<file path="config.mk">
export PLATFORM = sky130hd
export DESIGN_NAME = serial_add_ctrl
export DESIGN_NICKNAME = d
export VERILOG_FILES = /design/src/rtl/serial_add_ctrl.sv
export SDC_FILE = /design/constraint.sdc
export NUM_CORES = 1
export LEC_CHECK = 0
export ABC_AREA = 1
export CORE_MARGIN = 1.5
export CORE_UTILIZATION = 32
export CTS_BUF_LIST = sky130_fd_sc_hd__clkbuf_4 sky130_fd_sc_hd__clkbuf_8 sky130_fd_sc_hd__clkbuf_16
export DETAILED_ROUTE_END_ITERATION = 10
export PLACE_DENSITY = 0.61
export SLEW_MARGIN = 25
export SYNTH_ARGS = -nofsm -noshare
export SYNTH_HDL_FRONTEND = slang
export SYNTH_SLANG_ARGS = --single-unit
</file>
<file path="constraint.sdc">
create_clock -name clk -period 1.05 [get_ports clk]
set_input_delay 0.105 -clock clk [delete_from_list [all_inputs] [get_ports clk]]
set_output_delay 0.105 -clock clk [all_outputs]
set_load 0.01 [all_outputs]
</file>
<file path="src/rtl/serial_add_ctrl.sv">
// Bit-serial adder sequencer: WIDTH-bit operands fed LSB-first through one full_add2 cell.
// Optional subtract mode is enabled with the SERIAL_ADD_SUB_EN macro.

module full_add2 (
  input  logic a,
  input  logic b,
  input  logic cin,
  output logic sum,
  output logic cout
);
  assign sum  = a ^ b ^ cin;
  assign cout = (a & b) | (cin & (a ^ b));
endmodule

module serial_add_ctrl #(
  parameter int unsigned WIDTH = 8
) (
  input  logic             clk,
  input  logic             rst_n,
  input  logic             in_valid,
  output logic             in_ready,
  input  logic [WIDTH-1:0] op_a,
  input  logic [WIDTH-1:0] op_b,
`ifdef SERIAL_ADD_SUB_EN
  input  logic             sub,
`endif
  output logic             out_valid,
  input  logic             out_ready,
  output logic [WIDTH-1:0] result,
  output logic             carry_out,
  output logic             busy
);
  localparam int unsigned CW = (WIDTH > 1) ? $clog2(WIDTH) : 1;

  typedef enum logic [1:0] {
    S_IDLE = 2'd0,
    S_RUN  = 2'd1,
    S_DONE = 2'd2
  } state_t;

  state_t           state_q, state_d;
  logic [WIDTH-1:0] a_q, b_q, res_q;
  logic             carry_q;
  logic [CW-1:0]    cnt_q;
  logic             fa_sum, fa_cout;
  logic             sub_c;
  logic             accept_c;

`ifdef SERIAL_ADD_SUB_EN
  assign sub_c = sub;
`else
  assign sub_c = 1'b0;
`endif

  assign accept_c = (state_q == S_IDLE) && in_valid;

  full_add2 u_fa (
    .a    (a_q[0]),
    .b    (b_q[0]),
    .cin  (carry_q),
    .sum  (fa_sum),
    .cout (fa_cout)
  );

  // State register
  always_ff @(posedge clk or negedge rst_n) begin
    if (!rst_n) state_q <= S_IDLE;
    else        state_q <= state_d;
  end

  // Next-state logic; unused encodings fall back to IDLE
  always_comb begin
    state_d = state_q;
    case (state_q)
      S_IDLE: if (in_valid) state_d = S_RUN;
      S_RUN:  if (cnt_q == CW'(WIDTH - 1)) state_d = S_DONE;
      S_DONE: if (out_ready) state_d = S_IDLE;
      default: state_d = S_IDLE;
    endcase
  end

  // Operand shifters, carry, bit counter and result accumulator
  always_ff @(posedge clk or negedge rst_n) begin
    if (!rst_n) begin
      a_q     <= '0;
      b_q     <= '0;
      res_q   <= '0;
      carry_q <= 1'b0;
      cnt_q   <= '0;
    end else if (accept_c) begin
      a_q     <= op_a;
      b_q     <= op_b ^ {WIDTH{sub_c}};
      carry_q <= sub_c;
      cnt_q   <= '0;
    end else if (state_q == S_RUN) begin
      res_q   <= {fa_sum, res_q[WIDTH-1:1]};
      a_q     <= {1'b0, a_q[WIDTH-1:1]};
      b_q     <= {1'b0, b_q[WIDTH-1:1]};
      carry_q <= fa_cout;
      cnt_q   <= cnt_q + CW'(1);
    end
  end

  // Handshake/status flags decode straight from the state register
  assign in_ready  = (state_q == S_IDLE);
  assign busy      = (state_q == S_RUN);
  assign out_valid = (state_q == S_DONE);
  assign result    = res_q;
  assign carry_out = (state_q == S_DONE) && carry_q;

endmodule

</file>
==> flow_metrics.py, run 1 <==
metrics = {
    "sta": {
        "tightest_slew_ns": 0.201,
        "layout_min_cycle_time_ns": 1.17,
        "final-hold-violation-count": 0,
        "finClkSkew_ns": 0.00349,
        "layout_setup_ws_ns": -0.117,
        "drv_slew": 0,
        "finalSetupViolations": 29,
        "holdWs_ns": 0.189,
        "fmaxAchievable_ghz": 0.857,
        "finalSetupTns_ns": -1.23,
        "rsz0062_at_grt": "yes",
        "final_min_period_over_clock_period_pct": 111,
        "timing.slew.headroom_pct": 86.6,
    },
    "cts": {
        "clkSinkCount": 30,
        "cts_tree": "built",
        "cts-root-to-sink-buffers": 2,
        "cts_max_level": 2,
        "cts_buf_count": 5,
        "worst_setup_hold_path_clk_slew_ns": 0.06,
        "clock_tree.root_cell": "sky130_fd_sc_hd__clkbuf_8",
        "clkLatencyLatePin_ns": 0.28,
    },
    "routing": {
        "via_count": 1175,
        "vias_per_cell": 4.70,
        "routed_wl_mm": 3.27,
        "routedWlPerCell_um": 13.1,
        "antenna_violation_net_count_after_detailed_routing": 0,
        "remaining_drc_errors": 0,
        "detail_route.first_pass.iterations": 4,
        "drtIter0Drc": 47,
    },
    "grt": {
        "grt.met1_usage_pct": 18.6,
        "globalRouteMet3Util_pct": 3.17,
        "number_of_global_route_vias_before_repair": 1168,
        "gr-usage-all-layers_pct": 15.7,
        "gr-max-usage-layer": "met2",
        "global_route.usage.met2_pct": 26.0,
        "antenna_found_initial": 0,
        "grt_max_degree": 31,
        "grt_pass1_wl_mm": 5.28,
        "globalRouteOverflowTotal": 0,
    },
    "pwr": {
        "powerDensity_nw_per_um2": 2730,
        "leakagePower_nw": 0.956,
        "peakVddDrop_mv": 0.943,
        "post-layout-total-power_mw": 5.33,
    },
    "placed_design": {
        "port-buffer-count": 31,
        "dpl-instance-area_sq_um": 1750,
        "post-dp-hpwl_mm": 2.16,
        "gp_congestion": 0.758,
    },
    "layout": {
        "drive_above_1_share_pct": 23.5,
        "multi_input_comb_area_sq_um": 508,
        "layout-area-overhead-vs-synth_pct": 48.7,
        "mostFrequentLayoutCell": "sky130_fd_sc_hd__nand2_1",
        "number_of_diodes_added_for_antenna_fixing": 0,
        "n_fill_cell": 388,
        "nNetsFinal": 223,
        "register_area_sq_um": 751,
        "final_util_pct": 49.3,
        "commonest_non_fill_non_tap_cells_in_the_layout": "sky130_fd_sc_hd__nand2_1 (48), sky130_fd_sc_hd__nand3_1 (30), sky130_fd_sc_hd__dfrtp_1 (30), sky130_fd_sc_hd__clkdlybuf4s50_1 (19), sky130_fd_sc_hd__buf_4 (13)",
        "layout.cell_area.non_filler_sq_um": 1960,
    },
    "logic_synthesis": {
        "syn_inst": 149,
        "yosys_warnings": 0,
        "fraction_of_the_yosys_area_taken_by_sequential_cells_pct": 57.0,
        "yosysUniqueCellTypes": 13,
        "mappedNetlistArea_sq_um": 1320,
        "ys_seq_elements": 30,
        "synth_nets": 172,
        "avgSynthCellArea_sq_um": 8.83,
    },
    "floorplanning": {
        "die_w_um": 67.1,
        "core.rowCount": 23,
        "die_area_sq_um": 4510,
        "design.portCount": 32,
        "chipHeight_um": 67.1,
        "placeableCoreArea_sq_um": 3970,
        "initial_cell_density_of_the_core_pct": 33.1,
    },
    "status": {
        "failed_checks": "negative setup slack",
        "outcome": "finished, violations left",
    },
    "worst_setup_path": {
        "worstPathArrival_ns": 1.06,
        "cp-end-kind": "output port",
        "r2r_start": "carry_q",
        "critical-path-max-stage-delay_ns": 0.40,
        "crit_path_start_kind": "flip-flop",
        "critical-path-top-delay-family": "flip-flops",
        "worst_ep_required_time_ns": 0.94,
        "worstReg2RegEnd": "result[7]",
        "regToRegSetupSlack_ns": -0.09,
        "critical_path.max_fanout": 3,
        "worstPathBufferInverterCount": 3,
        "critical-path-slowest-cell": "sky130_fd_sc_hd__dfrtp_1",
        "crit_chain": "buf_4 > nand2_4 > inv_4 > buf_6",
        "reg2reg_depth": 3,
        "timing_worst_setup_path_type": "flip-flop to output port",
    },
    "min_path": {
        "min-delay-path-class": "input port to async pin",
    },
    "run": {
        "cap_violations": 0,
    },
}
-- layout make-up --
type	count	share of cell area [%]
clock buffer	7	4.28
inverter	10	2.05
multi-input combinational	101	26.0
sequential	30	38.4
tap	50	3.20
timing repair buffer	52	26.2
-- routing by layer --
metal | part of all wire (%) | up-vias
met5 | 0 | -
met3 | 3.5 | 7
met4 | 2.3 | 0
li1 | - | 580
met1 | 41 | 565
met2 | 54 | 23
-- Yosys cell counts --
library cell              count  area [sq um]
sky130_fd_sc_hd__o21ai_1     12          60.1
sky130_fd_sc_hd__dfrtp_1     30           751
sky130_fd_sc_hd__nand2_1     53           199
sky130_fd_sc_hd__fa_1         1          20.0
sky130_fd_sc_hd__buf_6        2          22.5
sky130_fd_sc_hd__nand2_2      1          6.26
sky130_fd_sc_hd__nor2_4       1          11.3
sky130_fd_sc_hd__inv_1        8          30.0
sky130_fd_sc_hd__inv_2        2          7.51
sky130_fd_sc_hd__nand3_1     30           150
sky130_fd_sc_hd__buf_2        6          30.0
sky130_fd_sc_hd__ha_1         2          25.0
sky130_fd_sc_hd__nor2_1       1          3.75
-- worst max-delay path by stage --
stage / start / end / depth (start not counted)
3_5_place_dp: state_q[0] / in_ready / 3
5_1_grt: state_q[1] / b_q[6] / 5
2_1_floorplan: a_q[0] / result[7] / 3
4_1_cts: state_q[0] / b_q[2] / 6
6_report: state_q[0] / busy / 4
3_3_place_gp: state_q[1] / carry_out / 3
-- kinds of logic (layout without fill, tap and decap cells) --
group	Yosys count	after routing	share of synthesized area, %
and+or+nand+nor	86	86	28.1
DFF	30	30	57.0
buffers and inverters	18	69	6.84
AOI/OAI and AO/OA	12	12	4.56
adders and majority gates	3	3	3.42
-- what timing repair did --
| action | in CTS | in global routing |
|---|---|---|
| cloned | 1 | 1 |
| setup endpoints to repair | 39 | 36 |
| pin swaps | 0 | 2 |
| setup buffers | 3 | 3 |
| hold buffers | 0 | 0 |
| gates resized for setup | 44 | 12 |
-- flip-flops by register name, summed over array words and instances (netlist names) --
register	count
b_q	8
carry_q	1
a_q	8
cnt_q	3
result	8
state_q	2
-- power breakdown --
| group | switching (mW) | internal [mW] | total, mW |
|---|---|---|---|
| Combinational | 1.27 | 1.26 | 2.53 |
| Sequential | 0.274 | 1.63 | 1.90 |
| Clock | 0.399 | 0.507 | 0.906 |
| Total | 1.94 | 3.39 | 5.33 |
-- worst reg2reg max path: cells and delay by family, from the launching register on --
kind / cells / cell delay [ns]
compound gates: 1 / 0.07
flops: 1 / 0.35
fa+ha+maj: 1 / 0.55
buf+inv: 1 / 0.05
-- metrics by stage --
step,cells,worst slack (ns)
finish,250,-0.117
CTS,246,-0.122
detailed placement,235,-0.223
global route,250,-0.162
global placement,235,-0.224
floorplan,149,-0.0139
(Power assumes the default switching activity.)
==> run 2, diff against run 1 <==
Settings changed: CORE_ASPECT_RATIO set to 0.6.
==> run 2 against run 1 <==
Against the previous run: the flow still finishes with violations (negative setup slack); utilization grew 6.1 points; cell area grew 7.7%; count of clock-buffer cells in the layout is the same; largest power group unchanged; clock power grew 7.5%; highest routed layer unchanged; critical path type unchanged; sequential cell count is the same; maximum frequency shrank 3.6%; power grew 8.8%; die area grew 0.28%; critical path depth shrank 1; wire length grew 10%; hold slack lost 0.0049 ns.
==> flow_metrics.py, run 2 (synthesized netlist as in run 1, its figures left out) <==
metrics = {
    "status": {
        "outcome": "finished, violations left",
        "failed_checks": "negative setup slack",
    },
    "routing": {
        "via_count": 1213,
        "remaining_drc_errors": 0,
        "routed_wl_mm": 3.60,
        "antenna_violation_net_count_after_detailed_routing": 0,
        "routedWlPerCell_um": 14.2,
        "vias_per_cell": 4.79,
        "drtIter0Drc": 47,
        "detail_route.first_pass.iterations": 4,
    },
    "cts": {
        "worst_setup_hold_path_clk_slew_ns": 0.06,
        "cts_max_level": 2,
        "cts_tree": "built",
        "cts-root-to-sink-buffers": 2,
        "clkLatencyLatePin_ns": 0.28,
        "cts.hold.buffers_added": 0,
        "cts_buf_count": 5,
        "clock_tree.root_cell": "sky130_fd_sc_hd__clkbuf_8",
        "clkSinkCount": 30,
    },
    "sta": {
        "drv_slew": 0,
        "rsz0062_at_grt": "yes",
        "fmaxAchievable_ghz": 0.827,
        "finalSetupViolations": 26,
        "final_min_period_over_clock_period_pct": 115,
        "layout_setup_ws_ns": -0.160,
        "tightest_slew_ns": 0.216,
        "finClkSkew_ns": 0.00723,
        "final-hold-violation-count": 0,
        "timing.slew.headroom_pct": 85.6,
        "layout_min_cycle_time_ns": 1.21,
        "holdWs_ns": 0.184,
    },
    "layout": {
        "multi_input_comb_area_sq_um": 562,
        "register_area_sq_um": 752,
        "drive_above_1_share_pct": 30.6,
        "layout-area-overhead-vs-synth_pct": 60.1,
        "mostFrequentLayoutCell": "sky130_fd_sc_hd__nand2_1",
        "number_of_diodes_added_for_antenna_fixing": 0,
        "n_fill_cell": 341,
        "commonest_non_fill_non_tap_cells_in_the_layout": "sky130_fd_sc_hd__nand2_1 (47), sky130_fd_sc_hd__dfrtp_1 (29), sky130_fd_sc_hd__nand3_1 (25), sky130_fd_sc_hd__clkdlybuf4s50_1 (19), sky130_fd_sc_hd__buf_4 (15)",
        "nNetsFinal": 228,
    },
    "worst_setup_path": {
        "r2r_start": "state_q[1]",
        "critical_path.max_fanout": 4,
        "timing_worst_setup_path_type": "flip-flop to output port",
        "worst_ep_required_time_ns": 0.94,
        "crit_path_start_kind": "flip-flop",
        "cp-end-kind": "output port",
        "worstPathArrival_ns": 1.10,
        "reg2reg_depth": 6,
        "regToRegSetupSlack_ns": -0.14,
        "worstReg2RegEnd": "b_q[3]",
    },
    "grt": {
        "globalRouteOverflowTotal": 0,
        "grt_pass1_wl_mm": 5.98,
        "grt_max_degree": 31,
        "gr-usage-all-layers_pct": 18.4,
        "antenna_found_initial": 0,
        "number_of_global_route_vias_before_repair": 1197,
    },
    "pwr": {
        "peakVddDrop_mv": 1.02,
        "leakagePower_nw": 1.01,
        "powerDensity_nw_per_um2": 2750,
        "post-layout-total-power_mw": 5.80,
    },
    "floorplanning": {
        "core.rowCount": 17,
        "chipHeight_um": 52.7,
        "die_w_um": 85.8,
        "design.portCount": 32,
        "placeableCoreArea_sq_um": 3810,
        "die_area_sq_um": 4520,
        "initial_cell_density_of_the_core_pct": 34.6,
    },
    "min_path": {
        "min-delay-path-class": "input port to async pin",
    },
    "run": {
        "cap_violations": 0,
    },
    "placed_design": {
        "gp_congestion": 0.728,
        "port-buffer-count": 31,
        "post-dp-hpwl_mm": 2.19,
    },
}
[run 2: cell types whose count changed in the layout (fill, tap and decap cells not counted), sizes merged]
| cell | change |
|---|---|
| buf | +6 |
| clkdlybuf4s15 | +1 |
| clkbuf | -2 |
| clkinv | +1 |
[run 2: worst max path at each step]
stage,startpoint,to,slack (ns),cells past startpoint
2_1_floorplan,a_q[0],result[7],-0.01,3
3_3_place_gp,state_q[1],carry_out,-0.23,3
3_5_place_dp,state_q[1],carry_out,-0.24,3
4_1_cts,state_q[1],in_ready,-0.19,3
5_1_grt,state_q[1],b_q[3],-0.22,6
6_report,state_q[1],in_ready,-0.16,3
[run 2: cell type report]
type	count	share of cell area (%)
multi-input combinational	101	26.7
tap	47	2.79
timing repair buffer	57	28.2
inverter	10	2.14
sequential	30	35.7
clock buffer	7	4.28
clock inverter	1	0.238
[run 2: worst max-delay path, cell delays in order, from the launching register on]
cell and delay (ns):
sky130_fd_sc_hd__dfrtp_2 0.45, sky130_fd_sc_hd__buf_6 0.13, sky130_fd_sc_hd__nor2_4 0.13, sky130_fd_sc_hd__buf_6 0.12
[run 2: power breakdown]
group | internal (mW) | switching, mW
clock network | 0.553 | 0.421
registers | 1.63 | 0.282
logic | 1.49 | 1.43
total | 3.67 | 2.13
[run 2: layer usage]
metal | track usage [%] | share of wire [%] | vias up
li1 | - | - | 590
met1 | 24.9 | 50 | 582
met2 | 28.2 | 44 | 38
met3 | 5.83 | 5.7 | 3
met4 | 5.65 | 0.64 | 0
met5 | 0 | 0 | -
[run 2: what timing repair did]
| item | in CTS | in global routing |
|---|---|---|
| endpoints found under the hold margin | 0 | 0 |
| pin swaps | 5 | 6 |
| gates cloned | 4 | 0 |
| setup endpoints to repair | 39 | 38 |
| gates resized for setup | 64 | 17 |
| buffers inserted | 8 | 6 |
[run 2: stage by stage]
| step | TNS [ns] | setup WS (ns) | cell area [sq um] | utilization (%) | cells |
|---|---|---|---|---|---|
| floorplan | -0.0139 | -0.0139 | 1320 | - | 149 |
| global placement | -3.33 | -0.228 | 1740 | 45.6 | 231 |
| detailed placement | -3.54 | -0.244 | 1740 | 45.6 | 231 |
| CTS | -2.72 | -0.188 | 2080 | 54.6 | 251 |
| global route | -3.97 | -0.217 | 2110 | 55.3 | 253 |
| finish | -2.04 | -0.160 | 2110 | 55.3 | 253 |
